File: config.mk
export PLATFORM = sky130hd
export DESIGN_NAME = mem_stage
export DESIGN_NICKNAME = d
export VERILOG_FILES = /design/src/rtl/mem_stage_pkg.sv /design/src/rtl/mem_stage_pipe_reg.sv /design/src/rtl/mem_stage.sv
export SDC_FILE = /design/constraint.sdc
export NUM_CORES = 1
export LEC_CHECK = 0
export ABC_CLOCK_PERIOD_IN_PS = 11300
export CORE_MARGIN = 4
export CORE_UTILIZATION = 40
export CTS_BUF_LIST = sky130_fd_sc_hd__clkbuf_8
export CTS_CLUSTER_DIAMETER = 30
export DETAILED_ROUTE_END_ITERATION = 8
export PLACE_DENSITY = 0.78
export SETUP_SLACK_MARGIN = 0.02
export SYNTH_ARGS = -nofsm -noshare
export SYNTH_HDL_FRONTEND = slang
export SYNTH_SLANG_ARGS = --single-unit
export TNS_END_PERCENT = 100
File: constraint.sdc
create_clock -name CLK -period 11.3 [get_ports CLK]
set_clock_uncertainty 0.2 [all_clocks]
set_input_delay 2.26 -clock CLK [delete_from_list [all_inputs] [get_ports CLK]]
set_output_delay 2.26 -clock CLK [all_outputs]
set_load 0.02 [all_outputs]
File: src/rtl/mem_stage_pkg.sv
// Shared widths, status codes, instruction codes and M-register payload for the memory stage.
package mem_stage_pkg;

  localparam int unsigned DATA_WID  = 32;
  localparam int unsigned STAT_WID  = 3;
  localparam int unsigned ICODE_WID = 4;
  localparam int unsigned REG_WID   = 4;

  localparam logic [STAT_WID-1:0] SAOK = 3'd1;
  localparam logic [STAT_WID-1:0] SHLT = 3'd2;
  localparam logic [STAT_WID-1:0] SADR = 3'd3;
  localparam logic [STAT_WID-1:0] SINS = 3'd4;

  localparam logic [ICODE_WID-1:0] INOP   = 4'h1;
  localparam logic [ICODE_WID-1:0] IRMMOV = 4'h4;
  localparam logic [ICODE_WID-1:0] IMRMOV = 4'h5;
  localparam logic [ICODE_WID-1:0] ICALL  = 4'h8;
  localparam logic [ICODE_WID-1:0] IRET   = 4'h9;
  localparam logic [ICODE_WID-1:0] IPUSH  = 4'hA;
  localparam logic [ICODE_WID-1:0] IPOP   = 4'hB;

  localparam logic [REG_WID-1:0] RNONE = 4'hF;

  typedef enum logic {
    ST_RUN    = 1'b0,
    ST_HALTED = 1'b1
  } halt_state_e;

  typedef struct packed {
    logic [STAT_WID-1:0]  stat;
    logic [ICODE_WID-1:0] icode;
    logic [DATA_WID-1:0]  val_e;
    logic [DATA_WID-1:0]  val_a;
    logic [DATA_WID-1:0]  val_p;
    logic [REG_WID-1:0]   dst_e;
    logic [REG_WID-1:0]   dst_m;
  } m_reg_t;

  localparam m_reg_t M_BUBBLE = '{
    stat:  SAOK,
    icode: INOP,
    val_e: '0,
    val_a: '0,
    val_p: '0,
    dst_e: RNONE,
    dst_m: RNONE
  };

  function automatic logic is_store(input logic [ICODE_WID-1:0] icode);
    return (icode == IRMMOV) || (icode == ICALL) || (icode == IPUSH);
  endfunction

  function automatic logic is_load(input logic [ICODE_WID-1:0] icode);
    return (icode == IMRMOV) || (icode == IRET) || (icode == IPOP);
  endfunction

endpackage

File: src/rtl/mem_stage_pipe_reg.sv
// M pipeline register: hold beats stall beats bubble beats load.
module mem_pipe_reg
  import mem_stage_pkg::*;
(
  input  logic                 CLK,
  input  logic                 RST,
  input  logic                 hold,
  input  logic                 stall,
  input  logic                 bubble,
  input  logic [STAT_WID-1:0]  e_stat,
  input  logic [ICODE_WID-1:0] e_icode,
  input  logic [DATA_WID-1:0]  e_valE,
  input  logic [DATA_WID-1:0]  e_valA,
  input  logic [DATA_WID-1:0]  e_valP,
  input  logic [REG_WID-1:0]   e_dstE,
  input  logic [REG_WID-1:0]   e_dstM,
  output logic [STAT_WID-1:0]  M_stat,
  output logic [ICODE_WID-1:0] M_icode,
  output logic [DATA_WID-1:0]  M_valE,
  output logic [DATA_WID-1:0]  M_valA,
  output logic [DATA_WID-1:0]  M_valP,
  output logic [REG_WID-1:0]   M_dstE,
  output logic [REG_WID-1:0]   M_dstM
);

  m_reg_t m_q;
  m_reg_t m_d;

  // Incoming instruction from execute, packed for a single register update.
  always_comb begin
    m_d       = M_BUBBLE;
    m_d.stat  = e_stat;
    m_d.icode = e_icode;
    m_d.val_e = e_valE;
    m_d.val_a = e_valA;
    m_d.val_p = e_valP;
    m_d.dst_e = e_dstE;
    m_d.dst_m = e_dstM;
  end

  always_ff @(posedge CLK or posedge RST) begin
    if (RST) begin
      m_q <= M_BUBBLE;
    end else if (hold || stall) begin
      m_q <= m_q;
    end else if (bubble) begin
      m_q <= M_BUBBLE;
    end else begin
      m_q <= m_d;
    end
  end

  assign M_stat  = m_q.stat;
  assign M_icode = m_q.icode;
  assign M_valE  = m_q.val_e;
  assign M_valA  = m_q.val_a;
  assign M_valP  = m_q.val_p;
  assign M_dstE  = m_q.dst_e;
  assign M_dstM  = m_q.dst_m;

endmodule

File: src/rtl/mem_stage.sv
// Memory pipeline stage: M register, data-memory decode, write-back merge and sticky halt.
module mem_stage
  import mem_stage_pkg::*;
(
  input  logic                 CLK,
  input  logic                 RST,
  input  logic [STAT_WID-1:0]  e_stat,
  input  logic [ICODE_WID-1:0] e_icode,
  input  logic [DATA_WID-1:0]  e_valE,
  input  logic [DATA_WID-1:0]  e_valA,
  input  logic [DATA_WID-1:0]  e_valP,
  input  logic [REG_WID-1:0]   e_dstE,
  input  logic [REG_WID-1:0]   e_dstM,
  input  logic                 M_stall,
  input  logic                 M_bubble,
  output logic [DATA_WID-1:0]  mem_addr,
  output logic [DATA_WID-1:0]  mem_wdata,
  output logic                 mem_write,
  output logic                 mem_read,
  input  logic [DATA_WID-1:0]  mem_valM,
  input  logic                 dmem_error,
  output logic [STAT_WID-1:0]  m_stat,
  output logic [ICODE_WID-1:0] m_icode,
  output logic [DATA_WID-1:0]  m_valE,
  output logic [DATA_WID-1:0]  m_valM,
  output logic [REG_WID-1:0]   m_dstE,
  output logic [REG_WID-1:0]   m_dstM,
  output logic                 halted
);

  logic [STAT_WID-1:0]  M_stat;
  logic [ICODE_WID-1:0] M_icode;
  logic [DATA_WID-1:0]  M_valE;
  logic [DATA_WID-1:0]  M_valA;
  logic [DATA_WID-1:0]  M_valP;
  logic [REG_WID-1:0]   M_dstE;
  logic [REG_WID-1:0]   M_dstM;

  halt_state_e state;
  halt_state_e state_next;

  logic wr_raw;
  logic rd_raw;
  logic mem_ok;
  logic hold;

  // The register also freezes on the edge that enters HALTED, so the faulting
  // instruction stays visible on m_* for the rest of the halt.
  assign hold = halted || (m_stat != SAOK);

  mem_pipe_reg u_pipe_reg (
    .CLK     (CLK),
    .RST     (RST),
    .hold    (hold),
    .stall   (M_stall),
    .bubble  (M_bubble),
    .e_stat  (e_stat),
    .e_icode (e_icode),
    .e_valE  (e_valE),
    .e_valA  (e_valA),
    .e_valP  (e_valP),
    .e_dstE  (e_dstE),
    .e_dstM  (e_dstM),
    .M_stat  (M_stat),
    .M_icode (M_icode),
    .M_valE  (M_valE),
    .M_valA  (M_valA),
    .M_valP  (M_valP),
    .M_dstE  (M_dstE),
    .M_dstM  (M_dstM)
  );

  // Address and write-data selection from the latched instruction.
  always_comb begin
    mem_addr  = '0;
    mem_wdata = '0;
    unique case (M_icode)
      IRMMOV, IPUSH: begin
        mem_addr  = M_valE;
        mem_wdata = M_valA;
      end
      ICALL: begin
        mem_addr  = M_valE;
        mem_wdata = M_valP;
      end
      IMRMOV:     mem_addr = M_valE;
      IRET, IPOP: mem_addr = M_valA;
      default: begin
        mem_addr  = '0;
        mem_wdata = '0;
      end
    endcase
  end

  assign wr_raw = is_store(M_icode);
  assign rd_raw = is_load(M_icode);
  assign mem_ok = (M_stat == SAOK) && !halted;

  // An out-of-range store is dropped in the same cycle it is flagged.
  assign mem_write = wr_raw && mem_ok && !dmem_error;
  assign mem_read  = rd_raw && mem_ok;

  assign m_stat  = (dmem_error && (wr_raw || rd_raw)) ? SADR : M_stat;
  assign m_valM  = mem_read ? mem_valM : '0;
  assign m_icode = M_icode;
  assign m_valE  = M_valE;
  assign m_dstE  = M_dstE;
  assign m_dstM  = M_dstM;

  always_ff @(posedge CLK or posedge RST) begin
    if (RST) begin
      state <= ST_RUN;
    end else begin
      state <= state_next;
    end
  end

  always_comb begin
    state_next = state;
    unique case (state)
      ST_RUN:    if (m_stat != SAOK) state_next = ST_HALTED;
      ST_HALTED: state_next = ST_HALTED;
      default:   state_next = ST_RUN;
    endcase
  end

  always_comb begin
    halted = 1'b0;
    if (state == ST_HALTED) halted = 1'b1;
  end

endmodule

[Word-level counts from Yosys, hierarchy flattened]
Cells that the tools add are included.
Operators by class
  equal/unequal tests: 8
  muxes and demuxes: 8
  bitwise operators: 1
  reduce and logical (&&, ||, !) cells: 17
Operators with widths (number)
  32-bit case mux with 2 select lines: 2
  111-bit 2-to-1 mux: 1
  32-bit 2-to-1 mux: 1
  4-bit == test, second input constant: 4
  4-bit by 3-bit == test with 1-bit output, second input constant: 2
  1-bit logical OR: 7
  1-bit logical AND: 5
  2-bit OR reduction: 2
  4-bit OR reduction: 1
  3-bit by 1-bit == test with 1-bit output, second input constant: 1
  3-bit 2-to-1 mux: 1
  3-bit by 1-bit inequality test with 1-bit output, second input constant: 1
  1-bit zero test: 2
  1-bit 2-to-1 mux: 2
  1-bit case mux with 2 select lines: 1
  1-bit inverter: 1
Word-level totals
  flip-flop bits (word level): 112
  input bits: 148
  output and inout bits: 146
  word-level logic and storage cells: 42

[Logic depth before layout (Yosys ltp)]
Gate-level depths: netlist of the first run.
  word-level depth: 9
  depth in mapped cells: 5
  mapped depth without buffers: 3

[By module]
From an unflattened synthesis of the first run, not the netlist that was laid out.
Second synthesis, totals
  cells, all modules: 628
  area, all modules: 5864.4 µm²
By module, submodules not included
  mem_pipe_reg: instances 1, cells an instance 494, area each 4842.1 µm², sequential area each 2790.2 µm²
  mem_stage: instances 1, cells an instance 134, area each 1022.2 µm², sequential area each 25.0 µm²

[Least setup slack after synthesis of the first run]
Ideal clock, no wire load.
  kind: input to output
  start point: input dmem_error
  end point: output mem_write
  data arrival time: 3357 ps
  required time: 8840 ps
  path slack: 5483 ps
  cell stages on the path: 1
  path buffers: 0
  path through: a2111oi_0
On the way
  longest elaborated chain between the ends: 2
Ends and longest elaborated chain
  start, declared: RTL line mem_stage.sv:21  | input logic dmem_error,
  1-bit zero test: RTL line mem_stage.sv:100  | assign mem_write = wr_raw && mem_ok && !dmem_error;
  1-bit logical AND: RTL line mem_stage.sv:100
  end, declared: RTL line mem_stage.sv:18  | output logic mem_write,
No other way between the ends.

[Worst setup path in the final report of the first run]
  start point: input dmem_error
  end point: output m_stat[2]
On the way
  longest elaborated chain between the ends: 2
Ends and longest elaborated chain
  1-bit logical AND: RTL line mem_stage.sv:103  | assign m_stat = (dmem_error && (wr_raw || rd_raw)) ? SADR : M_stat;
  3-bit 2-to-1 mux: RTL line mem_stage.sv:103
  end, declared: RTL line mem_stage.sv:22  | output logic [STAT_WID-1:0] m_stat,
No other way between the ends.

==> results of run 1 <==
-- flip-flops by register name (all words and copies together) (netlist names) --
| name | count |
|---|---|
| u_pipe_reg.M_dstE | 4 |
| u_pipe_reg.M_icode | 4 |
| u_pipe_reg.M_dstM | 4 |
| u_pipe_reg.M_valA | 32 |
| state | 1 |
| u_pipe_reg.M_stat | 3 |
| u_pipe_reg.M_valP | 32 |
| u_pipe_reg.M_valE | 32 |
-- worst reg2reg max path, delay by kind of cell (launching register included) --
family                 cells  cell delay, ns
buffers and inverters      1            0.83
flip-flops                 1            0.56
multiplexers               1            0.52
AND/OR/NAND/NOR            1            0.51
AO/OA/AOI/OAI              1            0.32
-- routing by layer --
layer | vias up | wire, um
met2 | 221 | 9420
met3 | 37 | 1836
met4 | 0 | 597
li1 | 2268 | -
met5 | - | 0
met1 | 2390 | 6703
-- where the power goes --
part / switching, mW / leakage, nW / internal (mW)
clock network: 0.142 / 0.117 / 0.148
logic: 0.0517 / 2.37 / 0.0800
registers: 0.0120 / 1.47 / 0.417
-- area by class of cell --
class,count,share of cell area [%]
clock buffer,9,1.355
clock inverter,6,1.286
sequential,112,30.79
multi-input combinational,334,30.87
inverter,11,0.4789
tap,184,2.518
timing repair buffer,301,32.70
-- per-stage QoR --
stage	setup slack [ns]	std cells	hold WS, ns	cell area [um2]
2_1_floorplan	5.483	496	0.2567	5868
3_3_place_gp	4.810	942	0.2536	8902
3_5_place_dp	4.777	942	0.2573	8902
4_1_cts	4.775	957	0.2731	9144
5_1_grt	4.678	957	0.2838	9144
6_report	4.758	957	0.2698	9144
-- cells in the mapped netlist (4+ instances only) --
| library cell | count | share of area, % |
|---|---|---|
| mux2_1 | 78 | 15 |
| buf_6 | 8 | 1.5 |
| mux2i_1 | 9 | 1.5 |
| dfrtp_1 | 102 | 43 |
| mux2_2 | 21 | 4.0 |
| nor2b_1 | 100 | 11 |
| nand2b_1 | 4 | 0.43 |
| dfstp_2 | 10 | 4.5 |
| and2_1 | 33 | 3.5 |
| a22o_1 | 64 | 9.6 |
| clkbuf_1 | 27 | 1.7 |
| inv_1 | 11 | 0.70 |
| nor2_1 | 11 | 0.70 |
-- final timing paths --
path                       slack [ns]                    end            startpoint  depth (start not counted)
setup / recovery                 4.76              m_stat[2]            dmem_error                          5
hold / removal                   0.27   u_pipe_reg.M_dstM[3]  u_pipe_reg.M_dstM[3]                          2
setup reg to reg                 8.24   u_pipe_reg.M_valE[2]  u_pipe_reg.M_stat[0]                          4
hold reg to reg                  0.27   u_pipe_reg.M_dstM[3]  u_pipe_reg.M_dstM[3]                          2
max in group asynchronous        7.53  u_pipe_reg.M_valE[11]                   RST                          3
min in group asynchronous        2.13                  state                   RST                          2
-- cell families (layout without fill, tap and decap cells) --
family	after synthesis	count (layout)	share of synthesized area, %
mux	108	108	20.53
flops	112	112	47.97
simple gates	153	153	16.12
buf+inv	50	327	4.392
compound gates	73	73	10.98
==> results by group, run 1 <==
Power
  – Leakage: 3.959 nW
  – PwrDens: 92.94 nW/um2
  – Overall Power: 0.8499 mW
  – VDD IR max: 0.06747 mV

Setup path
  – Crit end category: primary output
  – CP Launch Type: primary input
  – Critical path required time: 8.84 ns
  – CP max stage delay: 0.60 ns
  – Family with the most delay on the worst path: buffers and inverters
  – Crit-path max FO: 4
  – Cell mode on critical path: clkdlybuf4s50_1
  – CP Cell Sequence: clkdlybuf4s50_1 -> and4bb_2 -> a21oi_1 -> and2_1 -> clkdlybuf4s50_1
  – CP max stage cell: clkdlybuf4s50_1
  – WS Path Type: primary input to primary output
  – CP arrival: 4.08 ns
  – WP buf/inv: 2

Clock network
  – CTS buffer count: 9
  – Worst skew pair latency: 0.38 ns
  – Sink Count: 112
  – CTS tree: built
  – Root Buffer: clkbuf_8
  – Resize count post-CTS: 0
  – # hold bufs at CTS: 0
  – H-tree depth: 3
  – Worst-case clock buffer depth: 2
  – Setup bufs post-CTS: 0
  – Reg clk slew, reported paths: 0.11 ns

Logic synthesis
  – Netlist cell types: 27
  – Ys async rst share: 100.0%
  – Ys Warns: 0
  – Synth Instances: 496
  – Synth Cell Area: 5868 um2
  – Dominant synthesized flop cell: dfrtp_1
  – Syn_nets: 644
  – #FFs+latches synth: 112
  – Post-synth EDFFs: 0
  – Sequential share of the synthesized area: 47.97%
  – Mapped Avg Cell Area: 11.83 um2

Finish
  – Util after Layout: 63.15%
  – Nets: 917
  – Filler cell count: 1139
  – Commonest non-fill, non-tap cell in the layout: clkdlybuf4s50_1
  – ANT cells: 0
  – Commonest cells after routing, fill and taps aside: 292 x clkdlybuf4s50_1, 102 x dfrtp_1, 100 x nor2b_1
  – Share of layout cells above drive strength 1: 8.668%
  – Area growth syn-to-layout: 55.82%
  – Multi-input gate area: 2823 um2
  – Seq. cell area: 2815 um2

STA
  – Final setup fails: 0
  – Tcrit/Tclk final: 57.89%
  – Final min period: 6.542 ns
  – Rel. slew slack: 30.15%
  – Pins Over Slew Limit: 0
  – Worst slew pin tran: 1.048 ns
  – RSZ-0062 raised after global routing: no
  – Fin. Hold Viols: 0
  – Setup TNS: 0 ns
  – Peak Freq: 152.9 MHz

Floorplanning
  – Core Area: 14480 um2
  – Die Wd: 129.1 um
  – Die area: 16670 um2
  – Initial Utilization: 40.53%
  – Row cnt: 44
  – Ports: 294
  – Die Ht: 129.1 um

Global route
  – Number of global-route vias before repair: 5205
  – First-pass GRT wire length: 27720 um
  – Grt peak-use layer: met2
  – Overall routing resource usage: 21.62%
  – Grt ovf: 0
  – Global Route met2 Usage: 38.81%
  – Initial antenna violation count: 0
  – GRT met1 Usage: 22.74%
  – Largest net degree at the start of global routing: 76
  – Met3 GRT Util: 7.832%

Status
  – Status: complete, no violations

Detailed routing
  – Iter 0 DRT Violations: 218
  – Drt pass-1 iters: 4
  – Total number of vias: 4916
  – Final wirelength: 18560 um
  – # DRC: 0
  – Routed WL per cell: 19.39 um
  – Post-route antenna net violation count: 0
  – Detailed-route vias per instance: 5.137

Placement
  – GPL Wtd Cong: 0.8066
  – Post-detail-place hpwl: 13900 um
  – Port Buffer Count: 293

Flow run
  – Max Cap Violations: 0

Worst hold path
  – Hold/Removal Path Class: flop to flop
No activity file was read; power rests on OpenSTA's default activity.
==> run 2, diff against run 1 <==
--- a/config.mk
+++ b/config.mk
@@ -5,9 +5,9 @@
 export SDC_FILE = /design/constraint.sdc
 export NUM_CORES = 1
 export LEC_CHECK = 0
-export ABC_CLOCK_PERIOD_IN_PS = 11300
+export ABC_CLOCK_PERIOD_IN_PS = 5500
 export CORE_MARGIN = 4
-export CORE_UTILIZATION = 40
+export CORE_UTILIZATION = 38
 export CTS_BUF_LIST = sky130_fd_sc_hd__clkbuf_8
 export CTS_CLUSTER_DIAMETER = 30
 export DETAILED_ROUTE_END_ITERATION = 8
==> constraint.sdc (replaced) <==
create_clock -name CLK -period 5.5 [get_ports CLK]
set_clock_uncertainty 0.2 [all_clocks]
set_input_delay 1.1 -clock CLK [delete_from_list [all_inputs] [get_ports CLK]]
set_output_delay 1.1 -clock CLK [all_outputs]
set_load 0.02 [all_outputs]
==> results by group, run 2 (same netlist as run 1, synthesis figures left out) <==
Finish
  – Area growth syn-to-layout: 54.97%
  – Commonest cells after routing, fill and taps aside: 292 x clkdlybuf4s50_1, 102 x dfrtp_1, 100 x nor2b_1
  – Non-Filler Instances: 961
  – Commonest non-fill, non-tap cell in the layout: clkdlybuf4s50_1
  – Nets: 916
  – ANT cells: 0
  – Share of layout cells above drive strength 1: 8.150%
  – Filler cell count: 1243

Floorplanning
  – Core Area: 15150 um2
  – Row cnt: 45
  – Die Ht: 132.3 um
  – Ports: 294
  – Initial Utilization: 38.74%
  – Die area: 17490 um2
  – Die Wd: 132.3 um

Setup path
  – CP Launch Point: u_pipe_reg.M_icode[1]
  – Worst R2R End: u_pipe_reg.M_valP[28]
  – CP arrival: 3.15 ns
  – Crit end category: primary output
  – Reg-to-reg setup timing slack: 2.50 ns
  – Reg2reg path depth: 4
  – Critical path required time: 4.20 ns
  – Worst reg2reg startpoint: u_pipe_reg.M_stat[0]
  – CP Launch Type: flop
  – Crit-path max FO: 32
  – WS Path Type: flop to primary output
  – Crit path to: mem_wdata[31]

Clock network
  – Setup bufs post-CTS: 0
  – CTS tree: built
  – H-tree depth: 3
  – # hold bufs at CTS: 0
  – Worst-case clock buffer depth: 2
  – Root Buffer: clkbuf_8
  – Sink Count: 112
  – Worst skew pair latency: 0.38 ns
  – CTS buffer count: 9
  – Reg clk slew, reported paths: 0.10 ns
  – Resize count post-CTS: 0

STA
  – Pins Over Slew Limit: 0
  – Peak Freq: 224.8 MHz
  – PnR worst setup slack: 1.051 ns
  – Worst slew pin tran: 1.168 ns
  – Rel. slew slack: 22.13%
  – Setup TNS: 0 ns
  – Final setup fails: 0
  – Final min period: 4.449 ns
  – Fin. Hold Viols: 0
  – Worst hold margin: 0.2819 ns
  – Tcrit/Tclk final: 80.90%
  – RSZ-0062 raised after global routing: no

Flow run
  – Max Cap Violations: 0

Power
  – VDD IR max: 0.1038 mV
  – PwrDens: 179.2 nW/um2
  – Overall Power: 1.629 mW
  – Leakage: 3.942 nW

Detailed routing
  – Drt pass-1 iters: 4
  – Detailed-route vias per instance: 5.097
  – Total number of vias: 4898
  – Iter 0 DRT Violations: 266
  – Final wirelength: 19380 um
  – # DRC: 0
  – Post-route antenna net violation count: 0
  – Routed WL per cell: 20.16 um

Placement
  – Placed cells: 945
  – Port Buffer Count: 293
  – GPL Wtd Cong: 0.8833
  – Post-detail-place hpwl: 14500 um
  – Worst slack, placed: 1.178 ns

Status
  – Status: complete, no violations

Global route
  – Grt ovf: 0
  – Largest net degree at the start of global routing: 111
  – Overall routing resource usage: 21.67%
  – First-pass GRT wire length: 29800 um
  – Number of global-route vias before repair: 5197
  – Initial antenna violation count: 0

Worst hold path
  – Hold/Removal Path Class: flop to flop
==> run 2: metrics by stage <==
stage	utilization, %	instance area [um2]
2_1_floorplan	-	5868
3_3_place_gp	58.84	8912
3_5_place_dp	58.84	8912
4_1_cts	60.04	9094
5_1_grt	60.04	9094
6_report	60.04	9094
==> run 2: per-layer routing <==
metal  GRT usage (%)  vias to the layer above  wire (um)
met3           6.183                       24       1328
met5               0                        -          0
met2           38.94                      181      10060
met1           24.85                     2427       7587
li1                -                     2266          -
met4           7.102                        0        403
==> run 2: report_power, final <==
group | internal [mW] | leakage, nW | switching [mW]
clock network | 0.204 | 0.104 | 0.272
logic | 0.164 | 2.37 | 0.108
registers | 0.856 | 1.47 | 0.0249
total | 1.22 | 3.94 | 0.405
==> run 2: critical path, stage by stage, from the launching register on <==
cell and delay [ns]:
dfrtp_1 0.45, or3b_2 0.58, a21oi_4 0.81, a22o_1 0.28
clkdlybuf4s50_1 0.62
==> run 2: layout make-up <==
class | count | area, um2 | share of cell area [%]
clock buffers | 9 | 123.9 | 1.362
clock inverters | 7 | 57.56 | 0.6329
inverters | 11 | 43.79 | 0.4816
multi-input cells | 334 | 2835 | 31.18
flip-flops and latches | 112 | 2815 | 30.96
well taps | 188 | 235.2 | 2.587
repair buffers | 300 | 2983 | 32.80
==> run 2: worst min path at each step <==
stage,endpoint,start,slack [ns],cells after the start
floorplan,u_pipe_reg.M_stat[2],u_pipe_reg.M_stat[2],0.26,1
global placement,u_pipe_reg.M_dstM[2],u_pipe_reg.M_dstM[2],0.25,2
detailed placement,u_pipe_reg.M_dstE[0],u_pipe_reg.M_dstE[0],0.26,2
CTS,u_pipe_reg.M_dstE[0],u_pipe_reg.M_dstE[0],0.28,2
global route,u_pipe_reg.M_dstM[0],u_pipe_reg.M_dstM[0],0.31,2
finish,u_pipe_reg.M_dstE[2],u_pipe_reg.M_dstE[2],0.28,2
==> run 3, diff against run 2 <==
--- a/config.mk
+++ b/config.mk
@@ -5,9 +5,9 @@
 export SDC_FILE = /design/constraint.sdc
 export NUM_CORES = 1
 export LEC_CHECK = 0
-export ABC_CLOCK_PERIOD_IN_PS = 5500
+export ABC_CLOCK_PERIOD_IN_PS = 4500
 export CORE_MARGIN = 4
-export CORE_UTILIZATION = 38
+export CORE_UTILIZATION = 40
 export CTS_BUF_LIST = sky130_fd_sc_hd__clkbuf_8
 export CTS_CLUSTER_DIAMETER = 30
 export DETAILED_ROUTE_END_ITERATION = 8
==> constraint.sdc (replaced) <==
create_clock -name CLK -period 4.5 [get_ports CLK]
set_clock_uncertainty 0.2 [all_clocks]
set_input_delay 0.9 -clock CLK [delete_from_list [all_inputs] [get_ports CLK]]
set_output_delay 0.9 -clock CLK [all_outputs]
set_load 0.02 [all_outputs]
==> results by group, run 3 (same netlist as run 1, synthesis figures left out) <==
Status
  – Status: complete, no violations

Global route
  – Met3 GRT Util: 7.378%
  – First-pass GRT wire length: 28150 um
  – Initial antenna violation count: 0
  – Global Route met2 Usage: 38.54%
  – Largest net degree at the start of global routing: 111
  – Overall routing resource usage: 21.72%
  – Grt peak-use layer: met2
  – Number of global-route vias before repair: 5168
  – Grt ovf: 0
  – GRT met1 Usage: 24.61%

Finish
  – ANT cells: 0
  – Multi-input gate area: 2830 um2
  – Area growth syn-to-layout: 55.54%
  – Non-Filler Instances: 958
  – Share of layout cells above drive strength 1: 8.786%
  – Commonest non-fill, non-tap cell in the layout: clkdlybuf4s50_1
  – Nets: 917
  – Seq. cell area: 2815 um2
  – Commonest cells after routing, fill and taps aside: 292 x clkdlybuf4s50_1, 102 x dfrtp_1, 100 x nor2b_1
  – Filler cell count: 1123

Setup path
  – CP arrival: 2.91 ns
  – Crit-path max FO: 23
  – WS Path Type: flop to primary output
  – CP Launch Type: flop
  – Reg2reg path depth: 4
  – Crit end category: primary output
  – Critical path required time: 3.40 ns

Detailed routing
  – Drt pass-1 iters: 4
  – Total number of vias: 4892
  – Iter 0 DRT Violations: 205
  – Detailed-route vias per instance: 5.106
  – Routed WL per cell: 19.43 um
  – Final wirelength: 18620 um
  – Post-route antenna net violation count: 0
  – # DRC: 0

Floorplanning
  – Die Ht: 129.1 um
  – Initial Utilization: 40.53%
  – Ports: 294
  – Die Wd: 129.1 um
  – Row cnt: 44
  – Die area: 16670 um2
  – Core Area: 14480 um2

Clock network
  – CTS tree: built
  – CTS buffer count: 9
  – Root Buffer: clkbuf_8
  – Sink Count: 112
  – # hold bufs at CTS: 0
  – Resize count post-CTS: 0
  – Worst skew pair latency: 0.38 ns
  – Reg clk slew, reported paths: 0.11 ns
  – Setup bufs post-CTS: 0
  – H-tree depth: 3
  – Worst-case clock buffer depth: 2

Worst hold path
  – Hold/Removal Path Class: flop to flop
  – Worst hold stages: 2

Flow run
  – Max Cap Violations: 0

Placement
  – Port Buffer Count: 293
  – GPL Wtd Cong: 0.7953
  – Post-detail-place hpwl: 13580 um
  – Placed cells: 942

Power
  – Clk pwr share: 29.0%
  – VDD IR max: 0.1425 mV
  – P_int: 1.467 mW
  – Combinational power share: 16.8%
  – Leakage: 3.942 nW
  – Switching part of the total power: 26.11%
  – PwrDens: 217.6 nW/um2
  – Seq pwr share: 54.2%
  – Switching pwr: 0.5184 mW

STA
  – Fin. Hold Viols: 0
  – Peak Freq: 249.4 MHz
  – Setup TNS: 0 ns
  – Rel. slew slack: 23.02%
  – Final min period: 4.009 ns
  – Final setup fails: 0
  – Pins Over Slew Limit: 0
  – Tcrit/Tclk final: 89.09%
  – Worst slew pin tran: 1.155 ns
  – RSZ-0062 raised after global routing: no
==> run 3: critical path, cell delays in order, from the launching register on <==
cell,delay [ns]
dfrtp_1,0.45
nand2b_1,0.30
o21ai_4,0.69
buf_4,0.31
a22o_1,0.15
clkdlybuf4s50_1,0.62
==> run 3: through the flow <==
stage	setup slack (ns)	area, um2	utilization, %	power [mW]	hold slack, ns
2_1_floorplan	0.4575	5868	-	1.219	0.2567
3_3_place_gp	0.6669	8940	61.74	1.425	0.2542
3_5_place_dp	0.5715	8940	61.74	1.433	0.2574
4_1_cts	0.1315	9120	62.99	2.015	0.2721
5_1_grt	0.3352	9128	63.04	2.071	0.2879
6_report	0.4909	9128	63.04	1.986	0.2697
==> run 3: final cells by class <==
type	instances	area share, %
Inverter	11	0.4798
Clock buffer	10	1.508
Sequential cell	112	30.84
Tap cell	184	2.522
Clock inverter	6	0.4661
Timing Repair Buffer	301	33.17
Multi-Input combinational cell	334	31.01
==> run 3: path summary, 6_finish.rpt <==
check | from | end | slack [ns]
hold / removal | u_pipe_reg.M_dstM[1] | u_pipe_reg.M_dstM[1] | 0.27
hold reg to reg | u_pipe_reg.M_dstM[1] | u_pipe_reg.M_dstM[1] | 0.27
setup / recovery | u_pipe_reg.M_icode[2] | mem_addr[0] | 0.49
max in group asynchronous | RST | u_pipe_reg.M_icode[0] | 2.48
min in group asynchronous | RST | u_pipe_reg.M_valP[14] | 0.77
setup reg to reg | u_pipe_reg.M_stat[0] | u_pipe_reg.M_valE[1] | 1.71
==> run 3: layer usage <==
metal | up-vias | share of wire, % | wire length, um
li1 | 2260 | - | -
met1 | 2398 | 38 | 7080
met2 | 212 | 50 | 9393
met3 | 22 | 9.6 | 1789
met4 | 0 | 1.9 | 351
met5 | - | 0 | 0
==> run 3: power groups by stage <==
stage	logic [mW]	registers [mW]	clock network (mW)
after CTS	0.338	1.08	0.599
after detailed placement	0.337	1.10	0
after global routing	0.360	1.08	0.628
after floorplan	0.114	1.10	0
final	0.334	1.08	0.575
after global placement	0.330	1.09	0
